--- config.mk ---
export PLATFORM = sky130hd
export DESIGN_NAME = uart_rx_fifo
export DESIGN_NICKNAME = d
export VERILOG_FILES = /design/src/rtl/uart_rx_fifo.sv
export SDC_FILE = /design/constraint.sdc
export NUM_CORES = 1
export LEC_CHECK = 0
export CAP_MARGIN = 20
export CORE_UTILIZATION = 54
export DETAILED_ROUTE_END_ITERATION = 10
export GPL_TIMING_DRIVEN = 1
export PLACE_DENSITY = 0.76
export SLEW_MARGIN = 20
export SYNTH_ARGS = -nofsm -noshare
export SYNTH_HDL_FRONTEND = slang
export SYNTH_SLANG_ARGS = --single-unit
--- constraint.sdc ---
create_clock -name clk -period 2.8 [get_ports clk]
set_input_delay 0.56 -clock clk [delete_from_list [all_inputs] [get_ports clk]]
set_output_delay 0.56 -clock clk [all_outputs]
set_load 0.005 [all_outputs]
--- src/rtl/uart_rx_fifo.sv ---
// uart_rx_fifo: synchronous byte FIFO between the UART receiver and the host-side
// consumer. Exposes qualified per-cycle strobes wr_fire/rd_fire for the status
// controller downstream. Read data is registered with one cycle of latency.
// Optional build macro UART_FIFO_ERR_FLAGS_EN adds sticky overflow/underflow flags
// with an err_clr input; without it, illegal requests are silently ignored.
module uart_rx_fifo #(
    parameter int DATA_WIDTH = 8,
    parameter int ADDR_WIDTH = 4,
    parameter int AF_LEVEL   = 12
) (
    input  logic                  clk,
    input  logic                  reset,
    input  logic                  wr_en,
    input  logic [DATA_WIDTH-1:0] din,
    input  logic                  rd_en,
    output logic [DATA_WIDTH-1:0] dout,
    output logic                  dout_valid,
    output logic                  full,
    output logic                  empty,
    output logic                  almost_full,
    output logic [ADDR_WIDTH:0]   count,
`ifdef UART_FIFO_ERR_FLAGS_EN
    input  logic                  err_clr,
    output logic                  overflow,
    output logic                  underflow,
`endif
    output logic                  wr_fire,
    output logic                  rd_fire
);

    localparam int DEPTH = 1 << ADDR_WIDTH;
    localparam logic [ADDR_WIDTH:0] DEPTH_C = (ADDR_WIDTH + 1)'(DEPTH);
    localparam logic [ADDR_WIDTH:0] AF_C    = (ADDR_WIDTH + 1)'(AF_LEVEL);

    logic [DATA_WIDTH-1:0] mem_q [DEPTH];
    logic [ADDR_WIDTH-1:0] wr_ptr_q, rd_ptr_q;
    logic [ADDR_WIDTH:0]   count_q, count_d;
    logic [DATA_WIDTH-1:0] dout_q;
    logic                  dout_valid_q;
    logic                  full_q, full_d;
    logic                  empty_q, empty_d;
    logic                  almost_full_q, almost_full_d;

    // A full FIFO still accepts a write when a read frees a slot in the same cycle;
    // an empty FIFO never forwards a same-cycle write to the read side.
    assign rd_fire = rd_en & ~empty_q;
    assign wr_fire = wr_en & (~full_q | rd_en);

    // Next-state occupancy and the status flags derived from it.
    always_comb begin
        // NOTE: every always_comb output gets a default first so no path leaves it
        // unassigned, which would otherwise infer a latch.
        count_d = count_q;
        unique case ({wr_fire, rd_fire})
            2'b10:   count_d = count_q + 1'b1;
            2'b01:   count_d = count_q - 1'b1;
            default: count_d = count_q;
        endcase
        full_d        = (count_d == DEPTH_C);
        empty_d       = (count_d == '0);
        almost_full_d = (count_d >= AF_C);
    end

    // Storage array: written on an accepted write only.
    // NOTE: the memory is deliberately not reset; stale contents are unreachable
    // because pointers and count are cleared, and a reset here would defeat RAM inference.
    always_ff @(posedge clk) begin
        if (wr_fire) begin
            mem_q[wr_ptr_q] <= din;
        end
    end

    // Pointers, occupancy, flags and the registered read port.
    always_ff @(posedge clk) begin
        // NOTE: sequential state uses non-blocking assignments so every register
        // samples the pre-edge values regardless of statement order.
        if (reset) begin
            wr_ptr_q      <= '0;
            rd_ptr_q      <= '0;
            count_q       <= '0;
            dout_q        <= '0;
            dout_valid_q  <= 1'b0;
            full_q        <= 1'b0;
            empty_q       <= 1'b1;
            almost_full_q <= 1'b0;
        end else begin
            count_q       <= count_d;
            full_q        <= full_d;
            empty_q       <= empty_d;
            almost_full_q <= almost_full_d;
            dout_valid_q  <= rd_fire;
            if (wr_fire) begin
                wr_ptr_q <= wr_ptr_q + 1'b1;
            end
            if (rd_fire) begin
                dout_q   <= mem_q[rd_ptr_q];
                rd_ptr_q <= rd_ptr_q + 1'b1;
            end
        end
    end

    assign dout        = dout_q;
    assign dout_valid  = dout_valid_q;
    assign full        = full_q;
    assign empty       = empty_q;
    assign almost_full = almost_full_q;
    assign count       = count_q;

`ifdef UART_FIFO_ERR_FLAGS_EN
    logic overflow_q, underflow_q;

    // Sticky error flags; err_clr wins over a same-cycle set.
    always_ff @(posedge clk) begin
        if (reset || err_clr) begin
            overflow_q  <= 1'b0;
            underflow_q <= 1'b0;
        end else begin
            if (wr_en & full_q & ~rd_en) begin
                overflow_q <= 1'b1;
            end
            if (rd_en & empty_q) begin
                underflow_q <= 1'b1;
            end
        end
    end

    assign overflow  = overflow_q;
    assign underflow = underflow_q;
`endif

endmodule

==> metrics.yaml <==
setup_path:
  crit_arrival_ns: 2.98
  r2r_slack_ns: 0.51
  crit_type: "in2reg"
  crit_path_start_kind: "input pin"
  r2r-end: "empty"
  startpoint: "rd_en"
  critPathRequiredTime_ns: 3.17
  r2r_cells: 10
  cp-end-kind: "register"
  crit_end: "empty"
  path_max_fanout: 4
  r2r-start: "full"
logic_synthesis:
  yosys.area_share.adder: 0.01638
  synth_seq_cells: 153
  synth_ff_type: "edfxtp_1"
  yosys_warnings: 0
  synth_top_family_by_area: "multiplexers"
  muxShareOfSynthArea: 0.1333
  async_reset_ff_frac: 0
  synthSimpleGateAreaFrac: 0.04710
  synth_nets: 368
  yosysTopAreaCellShare: 0.6291
  synth_seq_area_share: 0.7110
  synth_edf_count: 128
  yosysTopAreaCell: "edfxtp_1"
  synthXorXnorAreaFrac: 0.01577
  ys_types: 38
  synth_top_cells_by_area: "edfxtp_1 63%, dfxtp_1 8.2%, mux4_1 7.3%"
  syn_avg_cell_area_um2: 17.56
  synth_compound_area_frac: 0.04956
  netlist_instances: 348
  netlist_area_mm2: 0.006110
cells_and_area:
  layout-drive-gt1-share: 0.1831
  antenna_cells: 0
  final_net_count: 422
  areaGrowthSynthToFinish_pct: 18.39
  layout_common_cells: "128 x edfxtp_1, 38 x nor2_1, 30 x clkdlybuf4s50_1"
  final_common_cell: "edfxtp_1"
  fin_area_mm2: 0.007233
detailed_routing:
  ant_nets: 0
  wl_per_cell_um: 21.59
  drc: 0
  vias: 3245
  drt_iter0_drc: 346
  drt_wl_total_um: 11980
  dr.pass1.iters: 4
  viasPerCell: 5.847
die:
  start_util: 0.5587
  rows: 38
  die_area_mm2: 0.01174
  die_h_um: 108.4
  core_mm2: 0.01094
  io_pins: 31
  die_w_um: 108.4
cts:
  hold_buffers: 0
  numCtsBuffers: 17
  post_cts_resized: 0
  path_clk_slew_ns: 0.06
  clock_sinks: 153
  clk_latency_ns: 0.42
  cts_root_buffer: "clkbuf_16"
  clock_path_buffers: 2
  post_cts_buffers: 0
  cts-htree-levels: 4
  cts_tree: "built"
place:
  post_dp_cell_area_mm2: 0.006660
  gp_congestion: 0.8304
  port-buffer-count: 30
  place_hpwl_um: 7380
timing:
  max-slew-margin-rel: 0.5610
  holdWs_ns: 0.4845
  setup_viol: 0
  min_period_over_period: 0.9340
  worstMarginPinSlew_ns: 0.6565
  fin_crit_ns: 2.615
  fin_worst_skew_ns: 0.006501
  fmax_mhz: 382.4
  rsz0062_at_grt: "false"
  drv_slew: 0
  hold_viol_final: 0
power:
  clock_power_share: 0.391
  powerDensity_mw_per_mm2: 762.7
  ir_drop_mv: 0.5267
  leakage_nw: 2.466
  power_w: 0.005516
  p_int_w: 0.004215
  pwr-share-comb: 0.134
  seqPwrFrac: 0.475
  netSwitchingFraction: 0.2360
  power.net_switching_w: 0.001302
grt:
  grt_pass1_wl_um: 18770
  grt_antenna_before_repair: 0
  grt_use_total: 0.2340
  overflow: 0
  grt_max_degree: 36
  grt_pass1_vias: 3328
flow_run:
  timing.max_cap.violations: 0
hold_path:
  hold_path_class: "reg2reg"
  hold_depth: 2
outcome:
  status: "complete, no violations"
[power by group through the flow]
| stage | combinational, W | sequential (W) | clock [W] |
|---|---|---|---|
| floorplan | 0.000495 | 0.00264 | 0 |
| global placement | 0.000709 | 0.00267 | 0 |
| detailed placement | 0.000734 | 0.00267 | 0 |
| CTS | 0.000741 | 0.00262 | 0.00219 |
| global route | 0.000810 | 0.00263 | 0.00229 |
| finish | 0.000739 | 0.00262 | 0.00216 |
[cells in the mapped netlist, types with 2 or more instances]
cell,instances
nand4_1,2
buf_6,2
dfxtp_1,25
nor4b_1,2
nor3_1,4
mux2i_1,3
buf_1,2
a22oi_1,16
ha_1,8
buf_2,6
nor2b_1,4
xnor2_1,3
mux4_2,15
nand2_1,9
edfxtp_1,128
o21ai_0,2
nor2_1,38
inv_1,8
clkbuf_1,7
nand2b_1,3
mux4_1,17
xor2_1,8
a21oi_1,21
[sequential cells by signal (all words and copies together) (netlist names)]
signal / count
almost_full: 1
empty: 1
full: 1
wr_ptr_q: 4
count: 5
dout: 8
rd_ptr_q: 4
dout_valid: 1
mem_q: 128
[how the worst min path moves through the flow]
stage          slack [ns]  endpoint    start
6_report             0.48   dout[7]  dout[7]
5_1_grt              0.53   dout[1]  dout[1]
4_1_cts              0.49   dout[7]  dout[7]
3_5_place_dp         0.48   dout[7]  dout[7]
3_3_place_gp         0.47   dout[2]  dout[2]
2_1_floorplan        0.48   dout[0]  dout[0]
[routing by layer]
layer,vias up,track usage,routed length [µm]
li1,1480,-,-
met1,1628,0.3077,4968
met2,120,0.3653,5903
met3,17,0.07113,826
met4,0,0.09846,283
met5,-,0,0
[cell type report]
class	instances	area, µm²
clock buffers	21	470.5
clock inverters	11	96.34
fillers	739	3702
inverters	8	30.03
multi-input cells	166	1608
flip-flops and latches	153	4345
well taps	140	175.2
repair buffers	56	508.0
[worst max-delay path, cell delays in order]
cell and delay [ns]:
clkdlybuf4s50_1 0.48, inv_1 0.05, a21boi_2 0.13, inv_1 0.07, ha_1 0.22, xor2_1 0.17
ha_1 0.21, nor2_1 0.08, o31a_1 0.25, o211ai_1 0.19, xor2_1 0.36, a41o_1 0.22
[stage by stage]
step	instances	worst slack [ns]	setup TNS (ns)	utilization
after detailed placement	523	-0.1867	-0.6369	0.6090
after global routing	555	0.004443	0	0.6614
after global placement	523	-0.08265	-0.2285	0.6090
after floorplan	348	0.1410	0	-
final	555	0.1848	0	0.6614
after CTS	555	0.2386	0	0.6609
[cell families after synthesis]
kind of cell	Yosys count
compound gates	47
xor+xnor	11
fa+ha+maj	8
buf+inv	29
flops	153
mux	35
simple gates	65
Note: power is estimated with default switching activity, not from simulation.
